===== src/rtl/kmeans_sequencer_if.sv =====
// rtl/kmeans_sequencer_if.sv - control/result bundle between tracker logic and the k-means sequencer
interface kmeans_sequencer_if;
  logic            enable_in;
  logic [2:0]      num_balls_in;
  logic            new_frame_in;
  logic            km_valid_in;
  logic [6:0][8:0] km_x_in;
  logic [6:0][7:0] km_y_in;
  logic            km_rst_out;
  logic            km_new_frame_out;
  logic [2:0]      km_num_balls_out;
  logic [6:0][8:0] seed_x_out;
  logic [6:0][7:0] seed_y_out;
  logic [6:0][8:0] centroids_x_out;
  logic [6:0][7:0] centroids_y_out;
  logic            valid_out;
  logic            timeout_out;
  logic [7:0]      drop_count_out;

  // sequencer side
  modport slave (
    input  enable_in, num_balls_in, new_frame_in, km_valid_in, km_x_in, km_y_in,
    output km_rst_out, km_new_frame_out, km_num_balls_out, seed_x_out, seed_y_out,
    output centroids_x_out, centroids_y_out, valid_out, timeout_out, drop_count_out
  );

  // driver / consumer side
  modport master (
    output enable_in, num_balls_in, new_frame_in, km_valid_in, km_x_in, km_y_in,
    input  km_rst_out, km_new_frame_out, km_num_balls_out, seed_x_out, seed_y_out,
    input  centroids_x_out, centroids_y_out, valid_out, timeout_out, drop_count_out
  );
endinterface


===== src/rtl/kmeans_sequencer.sv =====
// rtl/kmeans_sequencer.sv - frame-by-frame seeding, solve supervision and result publishing for k-means
module kmeans_sequencer #(
  parameter int TIMEOUT_CYCLES = 2_000_000,
  parameter int DEF_X0         = 24,
  parameter int DEF_DX         = 40,
  parameter int DEF_Y          = 90
) (
  input logic               clk_in,
  input logic               rst_in,
  kmeans_sequencer_if.slave bus
);

  typedef enum logic [2:0] {
    DISABLED,
    SEED_LOAD,
    SEED_RST,
    CAPTURE,
    SOLVE,
    WAIT_FRAME
  } state_t;

  localparam logic [20:0] TIMEOUT_LAST = 21'(TIMEOUT_CYCLES - 1);

  state_t          state;
  logic [20:0]     count;
  logic            have_result;
  logic [2:0]      balls_clamped;
  logic            count_changed;
  logic [6:0][8:0] def_x;
  logic [6:0][7:0] def_y;

  // zero clusters makes no sense to the datapath, so it is run as one
  assign balls_clamped = (bus.num_balls_in == 3'd0) ? 3'd1 : bus.num_balls_in;
  assign count_changed = (balls_clamped != bus.km_num_balls_out);

  // evenly spaced default seeds along one row
  always_comb begin
    def_x = '0;
    def_y = '0;
    for (int i = 0; i < 7; i++) begin
      def_x[i] = 9'(DEF_X0 + i * DEF_DX);
      def_y[i] = 8'(DEF_Y);
    end
  end

  // sequencer FSM; every output is a register updated alongside the state
  always_ff @(posedge clk_in or negedge rst_in) begin
    if (!rst_in) begin
      state                <= DISABLED;
      count                <= '0;
      have_result          <= 1'b0;
      bus.km_rst_out       <= 1'b1;
      bus.km_new_frame_out <= 1'b0;
      bus.km_num_balls_out <= '0;
      bus.seed_x_out       <= '0;
      bus.seed_y_out       <= '0;
      bus.centroids_x_out  <= '0;
      bus.centroids_y_out  <= '0;
      bus.valid_out        <= 1'b0;
      bus.timeout_out      <= 1'b0;
      bus.drop_count_out   <= '0;
    end else begin
      bus.km_rst_out       <= 1'b0;
      bus.km_new_frame_out <= 1'b0;
      bus.valid_out        <= 1'b0;
      bus.timeout_out      <= 1'b0;
      if (!bus.enable_in) begin
        state          <= DISABLED;
        bus.km_rst_out <= 1'b1;
      end else begin
        case (state)
          DISABLED: state <= SEED_LOAD;
          SEED_LOAD: begin
            // warm-start from the previous solution only if the cluster count is the same
            if (have_result && !count_changed) begin
              bus.seed_x_out <= bus.centroids_x_out;
              bus.seed_y_out <= bus.centroids_y_out;
            end else begin
              bus.seed_x_out <= def_x;
              bus.seed_y_out <= def_y;
            end
            bus.km_num_balls_out <= balls_clamped;
            bus.km_rst_out       <= 1'b1;
            state                <= SEED_RST;
          end
          SEED_RST: state <= CAPTURE;
          CAPTURE: begin
            if (count_changed) begin
              state <= SEED_LOAD;
            end else if (bus.new_frame_in) begin
              bus.km_new_frame_out <= 1'b1;
              count                <= '0;
              state                <= SOLVE;
            end
          end
          SOLVE: begin
            if (count_changed) begin
              state <= SEED_LOAD;
            end else begin
              count <= count + 21'd1;
              // the datapath is busy, so any frame arriving now is lost
              if (bus.new_frame_in && bus.drop_count_out != 8'hff)
                bus.drop_count_out <= bus.drop_count_out + 8'd1;
              if (bus.km_valid_in) begin
                for (int i = 0; i < 7; i++) begin
                  bus.centroids_x_out[i] <= (3'(i) < bus.km_num_balls_out) ? bus.km_x_in[i] : 9'd0;
                  bus.centroids_y_out[i] <= (3'(i) < bus.km_num_balls_out) ? bus.km_y_in[i] : 8'd0;
                end
                bus.valid_out <= 1'b1;
                have_result   <= 1'b1;
                state         <= WAIT_FRAME;
              end else if (count == TIMEOUT_LAST) begin
                bus.timeout_out <= 1'b1;
                have_result     <= 1'b0;
                state           <= SEED_LOAD;
              end
            end
          end
          WAIT_FRAME: begin
            if (count_changed) begin
              state <= SEED_LOAD;
            end else if (bus.new_frame_in) begin
              bus.km_new_frame_out <= 1'b1;
              state                <= CAPTURE;
            end
          end
          default: state <= DISABLED;
        endcase
      end
    end
  end

endmodule


===== src/flat_wrapper.sv =====
// flat-port wrapper written by rule: the top's interface ports become plain ports
module kmeans_sequencer_flat 
#(
  parameter int TIMEOUT_CYCLES = 2_000_000,
  parameter int DEF_X0         = 24,
  parameter int DEF_DX         = 40,
  parameter int DEF_Y          = 90
)
  (clk_in, rst_in, bus_enable_in, bus_num_balls_in, bus_new_frame_in, bus_km_valid_in, bus_km_x_in, bus_km_y_in, bus_km_rst_out, bus_km_new_frame_out, bus_km_num_balls_out, bus_seed_x_out, bus_seed_y_out, bus_centroids_x_out, bus_centroids_y_out, bus_valid_out, bus_timeout_out, bus_drop_count_out);
  kmeans_sequencer_if bus_i ();
  input logic clk_in;
  input logic rst_in;
  input wire logic [$bits(bus_i.enable_in)-1:0] bus_enable_in;
  input wire logic [$bits(bus_i.num_balls_in)-1:0] bus_num_balls_in;
  input wire logic [$bits(bus_i.new_frame_in)-1:0] bus_new_frame_in;
  input wire logic [$bits(bus_i.km_valid_in)-1:0] bus_km_valid_in;
  input wire logic [$bits(bus_i.km_x_in)-1:0] bus_km_x_in;
  input wire logic [$bits(bus_i.km_y_in)-1:0] bus_km_y_in;
  output wire logic [$bits(bus_i.km_rst_out)-1:0] bus_km_rst_out;
  output wire logic [$bits(bus_i.km_new_frame_out)-1:0] bus_km_new_frame_out;
  output wire logic [$bits(bus_i.km_num_balls_out)-1:0] bus_km_num_balls_out;
  output wire logic [$bits(bus_i.seed_x_out)-1:0] bus_seed_x_out;
  output wire logic [$bits(bus_i.seed_y_out)-1:0] bus_seed_y_out;
  output wire logic [$bits(bus_i.centroids_x_out)-1:0] bus_centroids_x_out;
  output wire logic [$bits(bus_i.centroids_y_out)-1:0] bus_centroids_y_out;
  output wire logic [$bits(bus_i.valid_out)-1:0] bus_valid_out;
  output wire logic [$bits(bus_i.timeout_out)-1:0] bus_timeout_out;
  output wire logic [$bits(bus_i.drop_count_out)-1:0] bus_drop_count_out;
  assign bus_i.enable_in = bus_enable_in;
  assign bus_i.num_balls_in = bus_num_balls_in;
  assign bus_i.new_frame_in = bus_new_frame_in;
  assign bus_i.km_valid_in = bus_km_valid_in;
  assign bus_i.km_x_in = bus_km_x_in;
  assign bus_i.km_y_in = bus_km_y_in;
  assign bus_km_rst_out = bus_i.km_rst_out;
  assign bus_km_new_frame_out = bus_i.km_new_frame_out;
  assign bus_km_num_balls_out = bus_i.km_num_balls_out;
  assign bus_seed_x_out = bus_i.seed_x_out;
  assign bus_seed_y_out = bus_i.seed_y_out;
  assign bus_centroids_x_out = bus_i.centroids_x_out;
  assign bus_centroids_y_out = bus_i.centroids_y_out;
  assign bus_valid_out = bus_i.valid_out;
  assign bus_timeout_out = bus_i.timeout_out;
  assign bus_drop_count_out = bus_i.drop_count_out;
  kmeans_sequencer #(.TIMEOUT_CYCLES(TIMEOUT_CYCLES), .DEF_X0(DEF_X0), .DEF_DX(DEF_DX), .DEF_Y(DEF_Y)) u_core (.clk_in(clk_in), .rst_in(rst_in), .bus(bus_i));
endmodule

===== config.mk =====
export PLATFORM = sky130hd
export DESIGN_NAME = kmeans_sequencer_flat
export DESIGN_NICKNAME = d
export VERILOG_FILES = /design/src/rtl/kmeans_sequencer_if.sv /design/src/rtl/kmeans_sequencer.sv /design/src/flat_wrapper.sv
export SDC_FILE = /design/constraint.sdc
export NUM_CORES = 1
export LEC_CHECK = 0
export BUFFER_PORTS_ARGS = -buffer_cell sky130_fd_sc_hd__buf_4
export CORE_UTILIZATION = 51
export DETAILED_ROUTE_END_ITERATION = 8
export GPL_ROUTABILITY_DRIVEN = 0
export GPL_TIMING_DRIVEN = 1
export MAX_ROUTING_LAYER = met4
export PLACE_DENSITY = 0.81
export RECOVER_POWER = 100
export SLEW_MARGIN = 20
export SYNTH_ARGS = -nofsm -noshare
export SYNTH_HDL_FRONTEND = slang
export SYNTH_SLANG_ARGS = --single-unit

===== constraint.sdc =====
create_clock -name clk_in -period 3.9 [get_ports clk_in]
set_input_delay 0.195 -clock clk_in [delete_from_list [all_inputs] [get_ports clk_in]]
set_output_delay 0.195 -clock clk_in [all_outputs]
set_load 0.01 [all_outputs]

## After elaboration in Yosys (flattened, before gate mapping)

Cells that the tools add are included.
Widths: inputs -> output; s select.

| storage, ports and cells | value |
|---|---|
| register bits after elaboration | 278 |
| input bits | 127 |
| output and inout port bits | 253 |
| logic and storage cells | 122 |

| cells by class | value |
|---|---|
| add/sub/neg operators | 2 |
| order comparisons | 7 |
| equal/unequal tests | 14 |
| multiplexer cells | 47 |
| bitwise logic cells | 1 |
| reductions and logical operators | 14 |

Operators by type and width:

| cell | number |
|---|---|
| $mux 21 | 3 |
| $mux 63 | 1 |
| $mux 9 | 7 |
| $mux 56 | 1 |
| $mux 8 | 7 |
| $pmux 21 s2 | 1 |
| $mux 3 | 9 |
| $add 21x1->21 const B | 1 |
| $eq 21x21->1 const B | 1 |
| $pmux 3 s6 | 1 |
| $mux 1 | 17 |
| $reduce_and 4->1 | 3 |
| $lt 3x3->1 const A | 3 |
| $add 8x1->8 const B | 1 |
| $ne 4x3->1 const B | 2 |
| $ne 8x8->1 const B | 1 |
| $eq 3x2->1 const B | 2 |
| $eq 3x3->1 const B | 2 |
| $logic_not 3->1 | 2 |
| $lt 1x3->1 const A | 2 |
| $lt 2x3->1 const A | 2 |
| $ne 2x2->1 const B | 3 |
| $ne 5x3->1 const B | 1 |
| $reduce_and 5->1 | 1 |
| 9 further kinds | 11 |

## Depth between registers and ports, before layout

Gate-level depths: netlist (run 1).

| logic depth | value |
|---|---|
| depth after elaboration | 6 |
| depth in mapped cells | 10 |
| mapped depth without buffers | 6 |

## Least setup slack after synthesis (run 1)

No wires, ideal clock.

| timing path | value |
|---|---|
| path kind | register to register |
| start | reg u_core.bus.km_num_balls_out[1] |
| end | reg u_core.bus.seed_x_out[0] |
| library setup time | 0.121 ns |
| data arrival time | 1.835 ns |
| data required time | 3.779 ns |
| slack | 1.944 ns |
| cell stages (with the launch flop) | 10 |
| path buffers | 4 |
| clock period less this slack | 1.956 ns |
| cells stage by stage | dfrtp_1 > buf_2 > xnor2_1 > and4_1 > buf_2 > or2_4 > and3_4 > buf_6 > buf_6 > a22o_1 |

| between the ends | value |
|---|---|
| word-level cells in the longest chain between the ends | 4 |

Ends and longest elaborated chain:

| what | line | RTL |
|---|---|---|
| from (decl) | kmeans_sequencer_if.sv:23 | `output km_rst_out, km_new_frame_out, km_num_balls_out, seed_x_out, seed_y_out,` |
| from (signal assigned) | kmeans_sequencer.sv:82 | `bus.km_num_balls_out <= balls_clamped;` |
| $ne 3x3->1 | kmeans_sequencer.sv:34 | `assign count_changed = (balls_clamped != bus.km_num_balls_out);` |
| $logic_not 1->1 | kmeans_sequencer.sv:75 | `if (have_result && !count_changed) begin` |
| $logic_and 1x1->1 | kmeans_sequencer.sv:75 |  |
| $mux 63 | kmeans_sequencer.sv:75 |  |
| to (signal assigned) | kmeans_sequencer.sv:76 | `bus.seed_x_out <= bus.centroids_x_out;` |
| to (decl) | kmeans_sequencer_if.sv:23 |  |

Every way passes these cells.
A chain may end at the register's enable or synchronous reset.

## Final worst setup path (run 1)

| timing path | value |
|---|---|
| start | reg u_core.state[1] |
| end | reg u_core.bus.seed_x_out[26] |

| between the ends | value |
|---|---|
| word-level cells in the longest chain between the ends | 2 |

Ends and longest elaborated chain:

| what | line | RTL |
|---|---|---|
| from (decl) | kmeans_sequencer.sv:24 | `state_t state;` |
| from (signal assigned) | kmeans_sequencer.sv:49 | `state <= DISABLED;` |
| from (signal assigned) | kmeans_sequencer.sv:68 | `state <= DISABLED;` |
| from (signal assigned) | kmeans_sequencer.sv:72 | `DISABLED: state <= SEED_LOAD;` |
| $eq 3x1->1 | kmeans_sequencer.sv:71 | `case (state)` |
| $reduce_and 2->1 (no line) | - |  |

Every way passes these cells.

==> summary.md, run 1 <==
| Metric | Value |
|---|---|
| Outcome | `complete, but fails checks` |
| Failing checks | `max-capacitance violations, max-slew violations` |
| Synth cell types | `49` |
| Clock Latency Late Sink | `540 ps` |
| Clock Skew | `8.446 ps` |
| Worst flop-to-flop path startpoint | `u_core.state[1]$_DFFE_PN0P_` |
| Final setup fails | `0` |
| FF+latch count, synth | `278` |
| # rows | `between 50 and 60` |
| Nets | `1,624` |
| Total grt overflow | `0` |
| CORE AREA | `21,150 um^2` |
| Multi-input logic area | `3630 um^2` |
| Cells after Synth | `1,027` |
| Vias in the first global route | `10,439` |
| Yosys top cell by area | `dfrtp_1` |
| WL per Instance | `~22 um` |
| TNS Setup | `0 ps` |
| Worst-margin pin slew | `2150 ps` |
| Setup Fix Bufs, Post-CTS | `0` |
| Vias/cell | `5.752` |
| Final Critical Period | `between 3000 and 4000 ps` |
| Setup slack, reg-to-reg | `between 700 and 800 ps` |
| First-pass GRT wire length | `58.19 mm` |
| Hold endpoint | `u_core.bus.timeout_out$_DFF_PN0_` |
| Initial Util | `52.24%` |
| Die area | `22,260 um^2` |
| Via Count | `10,308` |
| H-tree depth | `1` |
| Relative slew slack | `-43.35%` |
| P&R area growth vs syn | `36.96%` |
| Synth Cell Area | `11,050 um^2` |
| Peak fanout along the critical path | `74` |
| Top_reg_cell synth | `dfrtp_1` |
| Clock buffer count from CTS | `28` |
| IO Port Bufs | `between 300 and 400` |
| Req. time, crit path | `approximately 4400 ps` |
| Path category of the worst min-delay check | `in -> reg` |
| Largest family of logic cells by synthesized area | `compound AO/OA/AOI/OAI gates` |
| Final Cycle Share | `79.55%` |
| Die width | `149.2 um` |
| Pleak | `6.760 nW` |
| CTS tree | `done` |
| Critical Path Source Type | `flop` |
| F_max | `approximately 320 MHz` |
| Largest net degree at the start of global routing | `about 140` |
| Layout filler cell count | `1,657` |
| Post-Synth Adder-Cell Area | `0.2264%` |
| Register area share after synthesis | `62.96%` |
| Die height | `149.2 um` |
| Worst Min Path Start | `bus_km_valid_in` |
| Reg2reg path depth | `4` |
| Commonest cells in the synthesized netlist | `277 x dfrtp_1, 260 x nand2_1, 128 x o21ai_0, 75 x a22o_1, 45 x o22a_1` |
| Compound-Gate Fraction of Synth Area | `18.67%` |
| Worst-path clk slew | `approximately 60 ps` |
| Post-placement cell area | `roughly 14,000 um^2` |
| Post-synthesis xor/xnor area fraction | `0.7925%` |
| Unrepaired setup endpoints after global routing | `no` |
| Syn Nets | `1,156` |
| Worst hold path cell count | `3` |
| I/O Pins | `380` |
| Final hold violation count | `0` |
| Share of Yosys cell area claimed by the top area cell type | `62.72%` |
| Cell area power density | `~410 nW/um^2` |
| CTS sink cnt | `between 200 and 300` |
| Drt pass-1 iters | `5` |
| Reg area | `6958 um^2` |
| Post-Route WL | `38.75 mm` |
| Routed Antenna Nets | `0` |
| Max IR drop VDD | `360.8 uV` |
| Count leader, synth | `dfrtp_1` |
| Mux contribution to synthesized area | `0.1019%` |
| Dpl hpwl | `23.30 mm` |
| Critical Path Sink Type | `flop` |
| Clock buffer depth | `3` |
| Initial antenna violation count | `1` |
| Share of cells above drive strength 1 | `12.27%` |
| CP arrival | `3560 ps` |
| Top cells by area, synth | `dfrtp_1 63%, nand2_1 8.8%, a22o_1 5.9%` |
| Finished Cell Area | `about 15,000 um^2` |
| Fin. max-slew vios | `34` |
| Capturing point of the worst reg2reg path | `u_core.bus.seed_x_out[26]$_DFFE_PN0P_` |
| Drt first-iter violations | `780` |
| Simple-Gate Fraction of Synth Area | `13.21%` |
| Critical path class | `reg -> reg` |
| DRC errors left | `0` |
| All-Layer GR Usage | `between 30% and 40%` |
| Post-synth EDFFs | `0` |
| YS warnings | `0` |
| Clk root buf | `clkbuf_16` |
| Max-cap viol count | `1` |
| Syn avg cell area | `10.76 um^2` |
| Async SR Flop Fraction | `between 90% and 100%` |
worst max-delay path by stage:
stage | slack, ps | depth (start not counted) | to | start
floorplan | 1940 | 9 | u_core.bus.seed_x_out[0]$_DFFE_PN0P_ | u_core.bus.km_num_balls_out[1]$_DFFE_PN0P_
global placement | 1470 | 4 | u_core.bus.seed_y_out[10]$_DFFE_PN0P_ | u_core.state[1]$_DFFE_PN0P_
detailed placement | 1350 | 4 | u_core.bus.seed_y_out[40]$_DFFE_PN0P_ | u_core.state[1]$_DFFE_PN0P_
CTS | 1300 | 4 | u_core.bus.seed_x_out[55]$_DFFE_PN0P_ | u_core.state[1]$_DFFE_PN0P_
global route | 570 | 4 | u_core.bus.seed_x_out[26]$_DFFE_PN0P_ | u_core.state[0]$_DFFE_PN0P_
finish | 800 | 4 | u_core.bus.seed_x_out[26]$_DFFE_PN0P_ | u_core.state[1]$_DFFE_PN0P_
kinds of logic after synthesis:
group           Yosys count
flops                   278
xor+xnor                 10
simple gates            342
fa+ha+maj                 2
mux                       1
buf+inv                  85
compound gates          309
worst max-delay path, stage by stage (launching register included):
cell and delay, ps:
dfrtp_1 470, nor3b_1 400, and2_0 860, and3_4 990, a22o_1 280
where the power goes:
part | internal (W) | switching (W) | leakage (nW) | total (W)
Combinational | 0.000261 | 0.000426 | 2.69 | 0.000687
Sequential | 0.00291 | 0.0000297 | 3.63 | 0.00294
Clock | 0.00149 | 0.00112 | 0.439 | 0.00262
what timing repair did:
action | CTS | global route
endpoints found under the hold margin | 259 | 0
resized for setup | 0 | 0
hold buffers | 126 | 0
registers in the layout, indices dropped and copies added, names as in the netlist, 3 cells and up:
signal,count
u_core.bus.centroids_x_out,63
u_core.bus.seed_x_out,63
u_core.bus.centroids_y_out,56
u_core.bus.seed_y_out,56
u_core.count,21
u_core.bus.drop_count_out,8
u_core.bus.km_num_balls_out,3
u_core.state,3
through the flow:
step,total power (W),hold slack (ps),worst slack (ps),utilization [%],std cells
after floorplan,0.003252,-100.6,1944,-,1027
after global placement,0.003547,391.6,1471,66.00,1613
after detailed placement,0.003561,404.4,1349,66.00,1613
after CTS,0.006239,395.1,1303,76.14,1790
after global routing,0.006426,377.3,566.6,71.56,1792
final,0.006239,383.9,797.4,71.56,1792
metal layers:
layer  track usage [%]  wire (um)
met1             42.82      14450
met3             7.309       3259
met2             55.49      19020
met4             18.88       2021
met5                 -          0
area by class of cell:
| cell class | count | share of cell area, % |
|---|---|---|
| well taps | 275 | 2.273 |
| clock buffers | 46 | 5.679 |
| multi-input cells | 664 | 23.98 |
| repair buffers | 518 | 21.80 |
| flip-flops and latches | 278 | 45.97 |
| diodes | 1 | 0.01653 |
| inverters | 5 | 0.1240 |
| clock inverters | 5 | 0.1653 |
layout by cell type, fill, tap and decap left out, drive strengths merged, types with 2 or more instances in the layout:
master       count
clkbuf         303
dfrtp          277
nand2          260
o21ai          155
buf            135
dlygate4sd3    126
a22o            75
o22a            45
nor2            22
nand4           11
a31oi           11
nand3           11
xor2             8
nor3             7
a21oi            6
and3             6
inv              5
o31ai            5
clkinv           5
nor3b            4
or3              3
a21o             3
o211ai           3
nor4             3
or2              3
and2             3
nand4b           2
nor4b            2
xnor2            2
o21a             2
ha               2
(Power assumes the default switching activity.)
==> inputs of run 2 (changes only) <==
Settings changed: CORE_UTILIZATION 51 to 45, PLACE_DENSITY 0.81 to 0.76.
Clock period 3.9 ns to 2.6 ns, I/O delays scaled along.
==> run 2 against run 1 <==
Net effect: the run still ends with max-capacitance violations, max-slew violations left; power rose by 51%; clock-buffer cell count fell by 2; core utilization fell by 6.8 points; fmax rose by 30%; worst hold slack got worse by 52 ps.
==> summary.md, run 2 (same netlist as run 1, synthesis figures left out) <==
| Metric | Value |
|---|---|
| Largest net degree at the start of global routing | `78 (was 139)` |
| Routed wl met2 | `18.07 mm (was 19.02 mm)` |
| Max Used Layer | `met4 (unchanged)` |
| Vias in the first global route | `10,104 (was 10,439)` |
| Clock buffer depth | `3 (unchanged)` |
| Nets | `1,640 (was 1,624)` |
| Post-placement cell area | `14,230 um^2 (was 13,960 um^2)` |
| Post-route setup slack | `205.6 ps (was 797.4 ps)` |
| TNS Setup | `0 ps (unchanged)` |
| Post-Route WL | `37.07 mm (was 38.75 mm)` |
| Setup slack, reg-to-reg | `210 ps (was 800 ps)` |
| P&R area growth vs syn | `39.10% (was 36.96%)` |
| Final Critical Period | `2394 ps (was 3103 ps)` |
| Clock buffer count from CTS | `29 (was 28)` |
| Met1 Wirelength | `14.77 mm (was 14.45 mm)` |
| Max IR drop VDD | `431.2 uV (was 360.8 uV)` |
| H-tree depth | `1 (unchanged)` |
| Unrepaired setup endpoints after global routing | `no (unchanged)` |
| Placed instance count | `1,673 (was 1,613)` |
| Relative slew slack | `-29.16% (was -43.35%)` |
| F_max | `417.6 MHz (was 322.3 MHz)` |
| WL per Instance | `19.97 um (was 21.63 um)` |
| Total grt overflow | `0 (unchanged)` |
| CORE AREA | `23,750 um^2 (was 21,150 um^2)` |
| Worst Min Path Start | `bus_km_valid_in (unchanged)` |
| Vias/cell | `5.490 (was 5.752)` |
| Post-CTS sizing | `0 (unchanged)` |
| Dpl hpwl | `23.83 mm (was 23.30 mm)` |
| CTS hold repair buffers | `126 (unchanged)` |
| Hold endpoint | `u_core.bus.timeout_out$_DFF_PN0_ (unchanged)` |
| Reg2reg path depth | `4 (unchanged)` |
| Via Count | `10,189 (was 10,308)` |
| First-pass GRT wire length | `58.46 mm (was 58.19 mm)` |
| Failing checks | `max-capacitance violations, max-slew violations (unchanged)` |
| CTS sink cnt | `278 (unchanged)` |
| CTS tree | `done (unchanged)` |
| Pre-CTS setup slack | `370.0 ps (was 1349 ps)` |
| CP arrival | `2810 ps (was 3560 ps)` |
| Capturing point of the worst reg2reg path | `u_core.bus.seed_y_out[53]$_DFFE_PN0P_ (was u_core.bus.seed_x_out[26]$_DFFE_PN0P_)` |
| I/O Pins | `380 (unchanged)` |
| Final hold violation count | `0 (unchanged)` |
| Commonest non-fill, non-tap cell in the layout | `dfrtp_1 (unchanged)` |
| Drt pass-1 iters | `5 (unchanged)` |
| Initial antenna violation count | `3 (was 1)` |
| Die area | `25,190 um^2 (was 22,260 um^2)` |
| Initial Util | `46.53% (was 52.24%)` |
| Final setup fails | `0 (unchanged)` |
| Die height | `158.7 um (was 149.2 um)` |
| Wire length on met3 | `2.534 mm (was 3.259 mm)` |
| Path category of the worst min-delay check | `in -> reg (unchanged)` |
| Final Cycle Share | `92.09% (was 79.55%)` |
| Critical Path Sink Type | `flop (unchanged)` |
| Critical path class | `reg -> reg (unchanged)` |
| Peak fanout along the critical path | `55 (was 74)` |
| Clock Latency Late Sink | `550 ps (was 540 ps)` |
| # rows | `56 (was 53)` |
| Finished Cell Area | `15,370 um^2 (was 15,140 um^2)` |
| Most frequent cells in the layout | `277 x dfrtp_1, 268 x clkbuf_1, 259 x nand2_1 (was 277 x dfrtp_1, 265 x clkbuf_1, 259 x nand2_1)` |
| Clk root buf | `clkbuf_16 (unchanged)` |
| Cell area power density | `614.0 nW/um^2 (was 412.2 nW/um^2)` |
| IO Port Bufs | `379 (unchanged)` |
| Fin. max-slew vios | `78 (was 34)` |
| Die width | `158.7 um (was 149.2 um)` |
| Drt first-iter violations | `877 (was 780)` |
| Req. time, crit path | `3020 ps (was 4360 ps)` |
| Worst-path clk slew | `60 ps (about the same)` |
| Share of cells above drive strength 1 | `13.17% (was 12.27%)` |
| Worst hold path cell count | `3 (unchanged)` |
| Outcome | `complete, but fails checks (unchanged)` |
| Worst flop-to-flop path startpoint | `u_core.state[1]$_DFFE_PN0P_ (unchanged)` |
| Clock Skew | `17.92 ps (was 8.446 ps)` |
| Critical Path Source Type | `flop (unchanged)` |
| Pleak | `6.864 nW (was 6.760 nW)` |
| Max-cap viol count | `1 (unchanged)` |
| Final cell count without fillers | `1,856 (was 1,792)` |
| Worst-margin pin slew | `1937 ps (was 2150 ps)` |
| Regs by FF count | `u_core.bus.centroids_x_out (63), u_core.bus.seed_x_out (63) (unchanged)` |
| DRC errors left | `0 (unchanged)` |
| Setup Fix Bufs, Post-CTS | `0 (unchanged)` |
| All-Layer GR Usage | `30.29% (was 35.25%)` |
| Routed Antenna Nets | `0 (unchanged)` |
-- run 2: changes by cell type in the layout (fill, tap and decap cells not counted), sizes merged, moves of 2 or more --
cell and change:
bufinv +2, diode +2, buf +9, clkbuf +4
-- run 2: stage by stage --
| stage | power, W | util, % | hold slack (ps) |
|---|---|---|---|
| 6_report | 0.009439 | 64.72 | 332.2 |
| 5_1_grt | 0.009785 | 64.72 | 342.1 |
| 4_1_cts | 0.009529 | 69.04 | 183.0 |
| 3_5_place_dp | 0.005394 | 59.90 | 157.6 |
| 3_3_place_gp | 0.005376 | 59.90 | 150.1 |
| 2_1_floorplan | 0.004879 | - | -165.6 |
-- run 2: power by group --
part           internal, W  switching [W]
Sequential         0.00436      0.0000449
Clock              0.00232        0.00167
Combinational     0.000414       0.000627
Total              0.00710        0.00234
-- run 2: worst max-delay path by stage --
stage	slack [ps]	depth (start not counted)	from	end
after CTS	350	6	u_core.state[2]$_DFFE_PN0P_	u_core.have_result$_DFFE_PN0P_
after floorplan	640	9	u_core.bus.km_num_balls_out[1]$_DFFE_PN0P_	u_core.bus.seed_x_out[0]$_DFFE_PN0P_
after global routing	60	3	rst_in	u_core.count[5]$_DFFE_PN0P_
after detailed placement	370	6	u_core.state[2]$_DFFE_PN0P_	u_core.have_result$_DFFE_PN0P_
final	210	4	u_core.state[1]$_DFFE_PN0P_	u_core.bus.seed_y_out[53]$_DFFE_PN0P_
after global placement	440	6	u_core.state[2]$_DFFE_PN0P_	u_core.have_result$_DFFE_PN0P_
-- run 2: area by class of cell --
class / instances / area (um^2)
Clock buffer: 44 / 802.0
Clock inverter: 10 / 106.4
Tap cell: 319 / 399.1
Multi-Input combinational cell: 664 / 3637
Antenna cell: 3 / 7.507
Sequential cell: 278 / 6958
Inverter: 5 / 18.77
Fill cell: 2020 / 8379
Timing Repair Buffer: 533 / 3445
-- run 2: layer usage --
| metal | global-route usage (%) | up-vias |
|---|---|---|
| met3 | 4.650 | 106 |
| met4 | 12.80 | 0 |
| met5 | - | - |
| li1 | - | 4572 |
| met1 | 37.44 | 4990 |
| met2 | 49.62 | 521 |
-- run 2: worst max-delay path: stages, from the launching register on --
cell	delay, ps
dfrtp_1	470
nor3b_1	490
nand2_4	300
clkbuf_4	580
a22o_1	400
==> inputs of run 3 (changes only) <==
Settings changed: RECOVER_POWER 100 to 50.
==> run 3 against run 2 <==
Net effect: largest cell class unchanged; via count fell by 0.28%; clock power barely moved; worst hold slack improved by 11 ps; clock skew fell by 1.5 ps; final area rose by 3.4%; sequential share of layout area fell by 1.5 points; cell count did not move; highest routed layer unchanged; the run still ends with max-capacitance violations, max-slew violations left; first-iteration DRC count rose by 5.0%; power rose by 0.32%; critical path type unchanged; combinational power barely moved; fmax rose by 5.6%.
==> summary.md, run 3 (same netlist as run 1, synthesis figures left out) <==
| Metric | Value |
|---|---|
| Via Count | `10,160 (was 10,189)` |
| All-Layer GR Usage | `30.29% (unchanged)` |
| Multi-input logic area | `3665 um^2 (was 3637 um^2)` |
| Initial antenna violation count | `3 (unchanged)` |
| Die height | `158.7 um (unchanged)` |
| Pleak | `7.393 nW (was 6.864 nW)` |
| Clock buffer depth | `3 (unchanged)` |
| Relative slew slack | `-29.70% (was -29.16%)` |
| Path category of the worst min-delay check | `in -> reg (unchanged)` |
| Drt pass-1 iters | `5 (unchanged)` |
| F_max | `441.2 MHz (was 417.6 MHz)` |
| Share of cells above drive strength 1 | `21.90% (was 13.17%)` |
| Req. time, crit path | `3030 ps (was 3020 ps)` |
| Critical path's slowest cell | `dfrtp_1 (was clkbuf_4)` |
| First-pass GRT wire length | `58.46 mm (unchanged)` |
| Clock Skew | `16.41 ps (was 17.92 ps)` |
| Nets | `1,640 (unchanged)` |
| Worst-path clk slew | `60 ps (about the same)` |
| Final Cycle Share | `87.17% (was 92.09%)` |
| Dpl hpwl | `23.83 mm (unchanged)` |
| Initial Util | `46.53% (unchanged)` |
| Ordered cell list for the critical path | `nor3b_1 -> and2_1 -> o21ai_1 -> buf_4 -> or3_1 -> a21o_1 (was nor3b_1 -> nand2_4 -> clkbuf_4 -> a22o_1)` |
| WL per Instance | `19.92 um (was 19.97 um)` |
| Cell family with most CP delay | `simple AND/OR/NAND/NOR gates (unchanged)` |
| H-tree depth | `1 (unchanged)` |
| Fin. max-slew vios | `78 (unchanged)` |
| # rows | `56 (unchanged)` |
| Routed Antenna Nets | `0 (unchanged)` |
| Regs by FF count | `u_core.bus.centroids_x_out (63), u_core.bus.seed_x_out (63) (unchanged)` |
| Failing checks | `max-capacitance violations, max-slew violations (unchanged)` |
| Total grt overflow | `0 (unchanged)` |
| Crit-path max cell delay | `500 ps (was 580 ps)` |
| Vias in the first global route | `10,104 (unchanged)` |
| Final Critical Period | `2266 ps (was 2394 ps)` |
| Critical path class | `reg -> reg (unchanged)` |
| Final hold violation count | `0 (unchanged)` |
| Peak fanout along the critical path | `10 (was 55)` |
| Die area | `25,190 um^2 (unchanged)` |
| Cell area power density | `595.5 nW/um^2 (was 614.0 nW/um^2)` |
| Clock Latency Late Sink | `540 ps (was 550 ps)` |
| CTS tree | `done (unchanged)` |
| Outcome | `complete, but fails checks (unchanged)` |
| P&R area growth vs syn | `43.89% (was 39.10%)` |
| Commonest non-fill, non-tap cell in the layout | `dfrtp_1 (unchanged)` |
| Clk root buf | `clkbuf_16 (unchanged)` |
| Reg area | `6958 um^2 (unchanged)` |
| Clock buffer count from CTS | `29 (unchanged)` |
| Most frequent cells in the layout | `277 x dfrtp_1, 267 x buf_4, 259 x nand2_1 (was 277 x dfrtp_1, 268 x clkbuf_1, 259 x nand2_1)` |
| CTS sink cnt | `278 (unchanged)` |
| CP arrival | `2700 ps (was 2810 ps)` |
| Critical Path Sink Type | `flop (unchanged)` |
| Vias/cell | `5.474 (was 5.490)` |
| Die width | `158.7 um (unchanged)` |
| TNS Setup | `0 ps (unchanged)` |
| Worst Hold Slack | `343.0 ps (was 332.2 ps)` |
| Layout filler cell count | `1,860 (was 2,020)` |
| IO Port Bufs | `379 (unchanged)` |
| Drt first-iter violations | `921 (was 877)` |
| Unrepaired setup endpoints after global routing | `no (unchanged)` |
| I/O Pins | `380 (unchanged)` |
| Post-Route WL | `36.97 mm (was 37.07 mm)` |
| Max IR drop VDD | `432.3 uV (was 431.2 uV)` |
| DRC errors left | `0 (unchanged)` |
| Worst-margin pin slew | `1946 ps (was 1937 ps)` |
| Final setup fails | `0 (unchanged)` |
| Critical Path Source Type | `flop (unchanged)` |
| Bufs and invs on worst path | `1 (unchanged)` |
| Max-cap viol count | `1 (unchanged)` |
| CORE AREA | `23,750 um^2 (unchanged)` |
| Largest net degree at the start of global routing | `78 (unchanged)` |
-- run 3: changes by cell type in the layout (fill, tap and decap cells not counted), sizes merged --
cell / previous run / this run
clkbuf: 307 / 174
buf: 144 / 277
-- run 3: per-stage QoR --
step | instances | total power, W | instance area (um^2) | util [%] | setup slack (ps)
5_1_grt | 1856 | 0.009812 | 15900 | 66.95 | 57.30
4_1_cts | 1853 | 0.009529 | 16400 | 69.04 | 347.4
6_report | 1856 | 0.009470 | 15900 | 66.95 | 333.6
3_3_place_gp | 1673 | 0.005376 | 14230 | 59.90 | 440.0
2_1_floorplan | 1027 | 0.004879 | 11050 | - | 644.4
3_5_place_dp | 1673 | 0.005394 | 14230 | 59.90 | 370.0
-- run 3: worst min-delay path, cell delays in order --
cell and delay [ps]:
dlygate4sd3_1 530, buf_4 140, nor2_1 50
-- run 3: path summary, 6_finish.rpt --
check	endpoint	cells after the start	slack, ps	start
worst max register to register	u_core.have_result$_DFFE_PN0P_	6	330	u_core.state[2]$_DFFE_PN0P_
max in group asynchronous	u_core.bus.seed_x_out[47]$_DFFE_PN0P_	3	440	rst_in
min in group asynchronous	u_core.count[3]$_DFFE_PN0P_	2	650	rst_in
worst min-delay path	u_core.bus.timeout_out$_DFF_PN0_	3	340	bus_km_valid_in
worst max-delay path	u_core.have_result$_DFFE_PN0P_	6	330	u_core.state[2]$_DFFE_PN0P_
worst min register to register	u_core.count[20]$_DFFE_PN0P_	1	470	u_core.count[20]$_DFFE_PN0P_
-- run 3: layout make-up --
cell class	count	share of cell area, %
clock inverter	10	0.6688
timing repair buffer	533	24.82
antenna	3	0.04721
multi-input combinational	664	23.04
inverter	5	0.1180
sequential	278	43.75
tap	319	2.510
clock buffer	44	5.043
-- run 3: timing repair --
item	CTS	global route
hold buffers	126	0
gates resized for setup	0	0
hold endpoints to repair	200	0
endpoints found under the setup margin	0	0
setup buffers	0	0
-- run 3: metal layers --
metal	vias up	global-route usage (%)	share of wire, %
li1	4574	-	-
met4	0	12.80	4.5
met1	4994	37.44	40
met2	498	49.62	49
met3	94	4.650	6.6
met5	-	-	0
-- run 3: power breakdown --
part / switching [W] / internal [W]
clock: 0.00168 / 0.00232
combinational: 0.000632 / 0.000433
sequential: 0.0000455 / 0.00436
